File: src/rtl/cmult_pkg.sv
// Shared constants for the streaming complex multiplier.
package cmult_pkg;

  typedef enum logic [1:0] {
    RND_EVEN  = 2'd0,
    RND_AWAY  = 2'd1,
    RND_FLOOR = 2'd2
  } rnd_mode_e;

  localparam int unsigned CMULT_LAT = 2;

endpackage

File: src/rtl/cmult_round_sat.sv
// Scales one full-precision component by 2^-FRAC with the selected rounding,
// then clips symmetrically to +/-(2^(OUT_W-1) - 1).
module cmult_round_sat
  import cmult_pkg::*;
#(
  parameter int unsigned IN_W  = 25,
  parameter int unsigned FRAC  = 9,
  parameter int unsigned OUT_W = 14
) (
  input  logic signed [IN_W-1:0]  val_i,
  input  logic [1:0]              mode_i,
  output logic signed [OUT_W-1:0] res_o,
  output logic                    sat_o
);

  // One guard bit so the round-up increment can never wrap.
  localparam int unsigned Q_W = IN_W - FRAC + 1;
  localparam logic [FRAC-1:0] HALF = FRAC'(1) << (FRAC - 1);
  localparam int QMAX_I = 2 ** (OUT_W - 1) - 1;
  localparam logic signed [Q_W-1:0] QMAX = Q_W'(QMAX_I);
  localparam logic signed [Q_W-1:0] QMIN = -QMAX;

  logic signed [Q_W-1:0] q_floor;
  logic signed [Q_W-1:0] q_rnd;
  logic [FRAC-1:0]       frac;
  logic                  gt_half;
  logic                  eq_half;
  logic                  up;

  // Floor quotient plus a mode-dependent increment decided from the dropped bits.
  always_comb begin
    q_floor = {val_i[IN_W-1], val_i[IN_W-1:FRAC]};
    frac    = val_i[FRAC-1:0];
    gt_half = frac > HALF;
    eq_half = frac == HALF;
    unique case (mode_i)
      RND_FLOOR: up = 1'b0;
      // Floor already moved negatives away from zero on an exact half.
      RND_AWAY:  up = val_i[IN_W-1] ? gt_half : (gt_half | eq_half);
      default:   up = gt_half | (eq_half & q_floor[0]);
    endcase
    q_rnd = q_floor + $signed({{(Q_W-1){1'b0}}, up});
    sat_o = 1'b0;
    res_o = q_rnd[OUT_W-1:0];
    if (q_rnd > QMAX) begin
      sat_o = 1'b1;
      res_o = QMAX[OUT_W-1:0];
    end else if (q_rnd < QMIN) begin
      sat_o = 1'b1;
      res_o = QMIN[OUT_W-1:0];
    end
  end

endmodule

File: src/rtl/complex_mult_stream.sv
// Two-stage valid/ready complex multiplier: stage 1 forms the full-precision
// products and sums, stage 2 rounds, saturates and presents the result.
module complex_mult_stream
  import cmult_pkg::*;
#(
  parameter int unsigned D1_SIZE = 13,
  parameter int unsigned D2_SIZE = 11,
  parameter int unsigned D2_FRAC = D2_SIZE - 2
) (
  input  logic                      clk,
  input  logic                      rst,
  input  logic                      di_vld,
  output logic                      di_rdy,
  input  logic signed [D1_SIZE-1:0] d1_re,
  input  logic signed [D1_SIZE-1:0] d1_im,
  input  logic signed [D2_SIZE-1:0] d2_re,
  input  logic signed [D2_SIZE-1:0] d2_im,
  input  logic                      conj,
  input  logic [1:0]                rnd_mode,
  output logic                      do_vld,
  input  logic                      do_rdy,
  output logic signed [D1_SIZE:0]   do_re,
  output logic signed [D1_SIZE:0]   do_im,
  output logic                      do_sat,
  input  logic                      sat_clr,
  output logic [15:0]               sat_cnt
);

  localparam int unsigned P_W = D1_SIZE + D2_SIZE;
  localparam int unsigned S_W = P_W + 1;

  logic signed [P_W-1:0]   p_rr, p_ii, p_ri, p_ir;
  logic signed [S_W-1:0]   sum_re, sum_im;
  logic                    s1_vld_q;
  logic signed [S_W-1:0]   s1_re_q, s1_im_q;
  logic [1:0]              s1_mode_q;
  logic                    s2_vld_q;
  logic signed [D1_SIZE:0] s2_re_q, s2_im_q;
  logic                    s2_sat_q;
  logic signed [D1_SIZE:0] rs_re, rs_im;
  logic                    rs_re_sat, rs_im_sat;
  logic                    s1_free, s2_free;
  logic [15:0]             sat_cnt_q, sat_cnt_d;

  // Handshake: a stage may load when empty or when its content leaves this cycle.
  always_comb begin
    s2_free = ~s2_vld_q | do_rdy;
    s1_free = ~s1_vld_q | s2_free;
    di_rdy  = ~rst & s1_free;
  end

  // Full-precision products; conjugation folds into the sign of the d2_im terms.
  always_comb begin
    p_rr   = P_W'(d1_re) * P_W'(d2_re);
    p_ii   = P_W'(d1_im) * P_W'(d2_im);
    p_ri   = P_W'(d1_re) * P_W'(d2_im);
    p_ir   = P_W'(d1_im) * P_W'(d2_re);
    sum_re = conj ? S_W'(p_rr) + S_W'(p_ii) : S_W'(p_rr) - S_W'(p_ii);
    sum_im = conj ? S_W'(p_ir) - S_W'(p_ri) : S_W'(p_ri) + S_W'(p_ir);
  end

  // Stage 1 register: sums plus the per-sample rounding mode.
  always_ff @(posedge clk or posedge rst) begin
    if (rst) begin
      s1_vld_q  <= 1'b0;
      s1_re_q   <= '0;
      s1_im_q   <= '0;
      s1_mode_q <= '0;
    end else if (s1_free) begin
      s1_vld_q <= di_vld;
      if (di_vld) begin
        s1_re_q   <= sum_re;
        s1_im_q   <= sum_im;
        s1_mode_q <= rnd_mode;
      end
    end
  end

  cmult_round_sat #(.IN_W(S_W), .FRAC(D2_FRAC), .OUT_W(D1_SIZE + 1)) u_rs_re (
    .val_i (s1_re_q),
    .mode_i(s1_mode_q),
    .res_o (rs_re),
    .sat_o (rs_re_sat)
  );

  cmult_round_sat #(.IN_W(S_W), .FRAC(D2_FRAC), .OUT_W(D1_SIZE + 1)) u_rs_im (
    .val_i (s1_im_q),
    .mode_i(s1_mode_q),
    .res_o (rs_im),
    .sat_o (rs_im_sat)
  );

  // Stage 2 register: holds the output while the consumer stalls.
  always_ff @(posedge clk or posedge rst) begin
    if (rst) begin
      s2_vld_q <= 1'b0;
      s2_re_q  <= '0;
      s2_im_q  <= '0;
      s2_sat_q <= 1'b0;
    end else if (s2_free) begin
      s2_vld_q <= s1_vld_q;
      if (s1_vld_q) begin
        s2_re_q  <= rs_re;
        s2_im_q  <= rs_im;
        s2_sat_q <= rs_re_sat | rs_im_sat;
      end
    end
  end

  // Saturation counter next state: clear dominates, count sticks at all-ones.
  always_comb begin
    sat_cnt_d = sat_cnt_q;
    if (sat_clr)
      sat_cnt_d = '0;
    else if (s2_vld_q && do_rdy && s2_sat_q && sat_cnt_q != '1)
      sat_cnt_d = sat_cnt_q + 16'd1;
  end

  // Saturation counter register.
  always_ff @(posedge clk or posedge rst) begin
    if (rst) sat_cnt_q <= '0;
    else     sat_cnt_q <= sat_cnt_d;
  end

  assign do_vld  = s2_vld_q;
  assign do_re   = s2_re_q;
  assign do_im   = s2_im_q;
  assign do_sat  = s2_sat_q;
  assign sat_cnt = sat_cnt_q;

endmodule

File: config.mk
export PLATFORM = sky130hd
export DESIGN_NAME = complex_mult_stream
export DESIGN_NICKNAME = d
export VERILOG_FILES = /design/src/rtl/cmult_pkg.sv /design/src/rtl/cmult_round_sat.sv /design/src/rtl/complex_mult_stream.sv
export SDC_FILE = /design/constraint.sdc
export NUM_CORES = 2
export LEC_CHECK = 0
export ABC_AREA = 1
export BUFFER_PORTS_ARGS = -buffer_cell sky130_fd_sc_hd__buf_2
export CORE_AREA = 2 2 281 283
export CTS_CLUSTER_SIZE = 24
export DETAILED_ROUTE_END_ITERATION = 8
export DIE_AREA = 0 0 283 285
export MAX_ROUTING_LAYER = met4
export SLEW_MARGIN = 20
export SYNTH_ARGS = -nofsm -noshare
export SYNTH_HDL_FRONTEND = slang
export SYNTH_SLANG_ARGS = --single-unit
File: constraint.sdc
create_clock -name clk -period 4.3 [get_ports clk]
set_input_delay 0.645 -clock clk [delete_from_list [all_inputs] [get_ports clk]]
set_output_delay 0.645 -clock clk [all_outputs]
set_load 0.02 [all_outputs]
Word level (Yosys, flattened, before mapping)

Cells that the tools add are included.

Flip-flop bits (word level): 99
Input port bits: 56
Output and inout bits: 47
Logic and storage cells: 66

Add/sub/neg operators: 7
Multiply operators: 4
$lt $le $gt $ge: 6
Equality and inequality tests: 5
Mux-type cells: 16
Bitwise operators: 13
Reduce and logical (&&, ||, !) cells: 6

Operators with widths:

| operator                                                     | number |
|---|---|
| multiplier 13 x 11 -> 24 bit                                 | 4 |
| 2-to-1 mux 14 bit                                            | 4 |
| adder 24 x 24 -> 25 bit                                      | 2 |
| 2-to-1 mux 25 bit                                            | 2 |
| subtractor 24 x 24 -> 25 bit                                 | 2 |
| adder 16 x 2 -> 17 bit                                       | 2 |
| > comparator 17 x 14 -> 1 bit, second input constant         | 2 |
| less-than comparator 17 x 14 -> 1 bit, second input constant | 2 |
| 2-to-1 mux 16 bit                                            | 2 |
| equality test 9 bit, second input constant                   | 2 |
| > comparator 9 bit, second input constant                    | 2 |
| adder 16 x 1 -> 16 bit, second input constant                | 1 |
| != test 16 bit, second input constant                        | 1 |
| OR 1 bit                                                     | 7 |
| 2-to-1 mux 1 bit                                             | 6 |
| one-hot mux 1 bit (2 select lines)                           | 2 |
| AND reduction 2 bit                                          | 2 |
| bitwise AND 1 bit                                            | 3 |
| logical AND 1 bit                                            | 3 |
| inverter 1 bit                                               | 3 |
| equality test 2 x 1 -> 1 bit, second input constant          | 1 |
| equality test 2 bit, second input constant                   | 1 |
| nonzero test 2 bit                                           | 1 |

Longest topological paths before layout

Word-level depth: 9
Mapped depth: 42
Mapped depth without buffers: 40

Hierarchy

From an unflattened synthesis, not the netlist that was laid out.

Cell total of the unflattened synthesis: 4432
Area, all modules: 31909.4 um^2

By module, submodules not included:

| module              | instances | cells an instance | area an instance (um^2) | sequential area each (um^2) |
|---|---|---|---|---|
| complex_mult_stream | 1         | 4106              | 30347.9                 | 2477.4 |
| cmult_round_sat     | 2         | 163               | 780.7                   | 0.0 |

Least setup slack after synthesis

Ideal clock, no wire load.

Path kind: input-to-reg
Start: in d2_im[10]
End: reg s1_re_q[24]
Library setup time: 0.066 ns
Arrival: 6.994 ns
Data required time: 4.234 ns
Path slack: -2.760 ns
Stages: 37
Buffers on the path: 2
Cell sequence: clkbuf_1 clkinv_1 clkbuf_1 nor2_1 fa_1 fa_1 fa_1 fa_1 inv_1 fa_1 inv_1 ha_1 nand2_1 inv_1 a21oi_1 nand3_1 nand2_1 nand2_1 inv_1 nand3_1 nor2_2 a41oi_1 xor2_1 inv_1 ha_1 nand2_1 nor4_1 nand4_1 nand3_1 nand3_1 nand2_1 nand3_1 o21ai_0 inv_1 nand3_1 nand3_1 nand2_1

Word-level cells in the longest chain between the ends: 3
Elaborated cells between the ends (all ways): 4
Those cells by class: add/sub (2); mul (1); mux (1)

Ends and longest elaborated chain:

| item                                                                           | RTL line                  | text |
|---|---|---|
| from (decl)                                                                    | complex_mult_stream.sv:17 | `input logic signed [D2_SIZE-1:0] d2_im,` |
| multiplier 13 x 11 -> 24 bit *                                                 | complex_mult_stream.sv:55 | `p_ii = P_W'(d1_im) * P_W'(d2_im);` |
| subtractor 24 x 24 -> 25 bit / adder 24 x 24 -> 25 bit (equally long branches) | complex_mult_stream.sv:58 | `sum_re = conj ? S_W'(p_rr) + S_W'(p_ii) : S_W'(p_rr) - S_W'(p_ii);` |
| 2-to-1 mux 25 bit *                                                            | complex_mult_stream.sv:58 |  |
| to (signal assigned)                                                           | complex_mult_stream.sv:72 | `s1_re_q <= sum_re;` |
| to (decl)                                                                      | complex_mult_stream.sv:35 | `logic signed [S_W-1:0] s1_re_q, s1_im_q;` |

Mark *: on every way between the ends. The rest lies on a longest branch, timed or not.
A chain may end at the register's enable or synchronous reset.

Worst setup path in the final report

Start: in d2_im[6]
End: reg s1_re_q[24]

Same word-level chain as after synthesis.

==> reports/qor.txt <==
Initial Utilization = 39.6%
Worst Hold Class = in -> async
Final Setup Violations = 40
initial antenna violation count = 0
status = finished with violations
CTS tree = done
Reg clk slew, reported paths = 0.08 ns
#FFs+latches synth = 99
Yosys top cell area share = 35.1%
Clock Skew = 0.0135 ns
pin count of the biggest net entering global routing = 62
core area = 78,000 sq um
Startpoint Class = input port
max-slew violation count = 0
global route overflow = 0
Worst Max-Slew Pin Slew = 0.813 ns
GRT Total Usage = 23.5%
MaxCap Viol Count = 0
critical path's slowest cell = fa_2
routed via count = 27,800
synth warn = 0
global-route wire length before repair = 148,000 microns
Clock Tree Root = clkbuf_16
post-route worst setup slack = -2.42 ns
Synth Area per Inst = 7.42 sq um
CP max FO = 7
critical path type = in -> reg
WP buf/inv = 13
met3 routed WL = 3620 microns
synth unique cells = 59
WP data required = 4.60 ns
H-tree levels = 3
Synth Area in Compound Gates = 6.24%
DIE HEIGHT = 285 microns
antenna fix cells = 0
main combinational cell family by area after synthesis = adder cells
Final #Nets = 5,764
final wirelength = 90,800 microns
DRC viols = 0
Antenna Nets Post-Route = 0
register area = 2480 sq um
RSZ-0062 raised after global routing = yes
vias in the first global route = 28,100
crit path time final = 6.72 ns
dpl ws = -3.02 ns
# rows = 103
HPWL Detailed = 76,200 microns
Fin. Hold Viols = 0
Top FF cell, synth = dfrtp_1
Gate Count Post-Synth = 4,160
WL/cell = 15.2 microns
crit path DAT = 7.02 ns
Top Metal Used = met4
Area growth, synth to finish = 36.5%
Crit. End Element = flip-flop
PortBufs = 102
# fillers = 7,239
syn_nets = 5,018
met2 wire len = 40,900 microns
area of the multi-input gates = 26,700 sq um
relative slew slack = 45.7%
Fmax = 149 MHz
Tcrit/Tclk final = 156%
failing checks = negative setup slack
synthesized-area fraction occupied by xor and xnor cells = 4.65%
Mapped Area = 30,900 sq um
I/O pin total = 103
Die W = 283 microns
mux contribution to synthesized area = 0.0324%
ys async rst share = 100%
simple-gate share of the synthesized area = 19.9%
post-synth top area cell = fa_1
Vias/cell = 4.66
Die Footprint = 80,700 sq um
Worst-Skew Late Latency = 0.36 ns
CTS Sinks = 99
WL met1 = 44,300 microns
Starting DRT DRC Count = 1,458
number of flops mapped to enable cells by yosys = 0
TritonRoute pass-1 iters = 7
CP peak stage delay = 0.56 ns
cell family with most CP delay = adder cells
layout cells sized above 1 = 30.6%
top cells by area, synth = fa_1 (35%), inv_1 (14%), nand2_1 (13%)
Synth Area in Adders = 45.7%
Seq/Total Area, Yosys = 8.02%
GPL Wtd Cong = 0.958
Clock Path Buffers = 2
Num CTS Buffers = 9
-- final cells by class --
| type | count | area share [%] |
|---|---|---|
| sequential | 99 | 5.88 |
| multi-input combinational | 2795 | 63.3 |
| clock inverter | 7 | 0.145 |
| clock buffer | 9 | 0.534 |
| timing repair buffer | 873 | 17.0 |
| tap | 1050 | 3.12 |
| inverter | 1128 | 10.1 |
-- metal layers --
layer,global-route usage [%],up-vias
li1,-,13700
met1,33.8,13400
met2,36.9,577
met3,1.32,66
met4,4.48,0
met5,-,-
-- kinds of logic after synthesis --
logic type | count (synthesis)
buffers and inverters | 1266
XOR/XNOR | 164
flip-flops | 99
AND/OR/NAND/NOR | 1483
adder cells (fa/ha/maj) | 802
multiplexers | 1
AO/OA/AOI/OAI | 345
-- cell usage after synthesis, types with 4 or more instances --
cell type	number
nand3b_1	8
nor2_2	7
clkinv_1	4
a21oi_1	156
o21ai_1	18
nor3_2	4
ha_1	260
nor3_1	28
clkbuf_1	129
inv_2	7
xnor2_1	56
a21oi_2	12
o21bai_1	6
or2_2	35
nand2_2	5
a31oi_1	18
inv_1	1117
nor2_1	181
fa_1	542
nand2_1	1030
o211ai_1	5
nor4_1	11
dfrtp_1	99
nand3_1	127
xor2_1	108
o31ai_1	5
o21ai_0	98
a21boi_1	5
a21o_1	4
nand4_1	30
buf_1	4
-- cells in the final DEF, fill, tap and decap left out, drive strengths merged, types with 3 or more instances in the layout --
master and n:
nor4 12, nand3 131, and3 3, xnor2 56, nand4 32, a21o 4, nor3 32, o31ai 5
clkinv 5, buf 869, dfrtp 99, nor2 190, o211ai 5, fa 542, a31oi 18, a31o 3
o21bai 6, a21oi 169, a21boi 6, xor2 108, a211oi 3, inv 1128, or2 37, clkbuf 12
ha 260, nand3b 9, nand2 1035, o21ai 116
-- path summary, 6_finish.rpt --
| path | depth (start not counted) | start | endpoint | slack [ns] |
|---|---|---|---|---|
| worst max-delay path | 41 | d2_im[6] | s1_re_q[24] | -2.42 |
| min in group clk | 2 | s1_re_q[0] | s1_re_q[0] | 0.49 |
| worst max register to register | 17 | s1_mode_q[0] | do_sat | 0.91 |
| worst min register to register | 2 | s1_re_q[0] | s1_re_q[0] | 0.49 |
| max in group asynchronous | 3 | rst | do_re[1] | 2.82 |
| worst min-delay path | 2 | rst | do_im[3] | 0.34 |
-- worst reg2reg max path, cell delays in order (launching register included) --
cell and delay, ns:
dfrtp_1 0.39, ha_1 0.38, mux2i_1 0.25, ha_1 0.20, ha_1 0.18, nand2_1 0.09
nor3_2 0.26, nand4_1 0.19, nor2_1 0.19, nand3_1 0.09, nor2_1 0.12, xor2_1 0.09
nor3_1 0.15, nand2_1 0.07, nand2_1 0.28, nand2_1 0.15, nor2_1 0.14, nor2_1 0.04
-- metrics by stage --
stage	area (sq um)	setup TNS (ns)	hold slack (ns)	std cells	utilization, %
floorplan	32400	-55.98	0.449	4160	-
global placement	38500	-89.61	0.469	5838	49.4
detailed placement	38500	-91.04	0.476	5838	49.4
CTS	40700	-67.51	0.349	5920	52.2
global route	42200	-79.11	0.382	5961	54.1
finish	42200	-70.00	0.337	5961	54.1
-- sequential cells by signal, summed over array words and instances (netlist names) --
| name | cells |
|---|---|
| do_im | 14 |
| do_re | 14 |
| do_sat | 1 |
| do_vld | 1 |
| s1_im_q | 25 |
| s1_mode_q | 2 |
| s1_re_q | 25 |
| s1_vld_q | 1 |
| sat_cnt | 16 |
-- repair_timing --
| action | 4_1_cts | 5_1_grt |
|---|---|---|
| cloned | 3 | 1 |
| hold buffers | 0 | 0 |
| pin swaps | 147 | 205 |
| setup buffers | 67 | 51 |
| resized for setup | 323 | 268 |
| setup endpoints to repair | 40 | 41 |
Power is left out: the tool's default activity adds up to more than one toggle a clock period on the data nets, which glitch-free logic cannot reach.
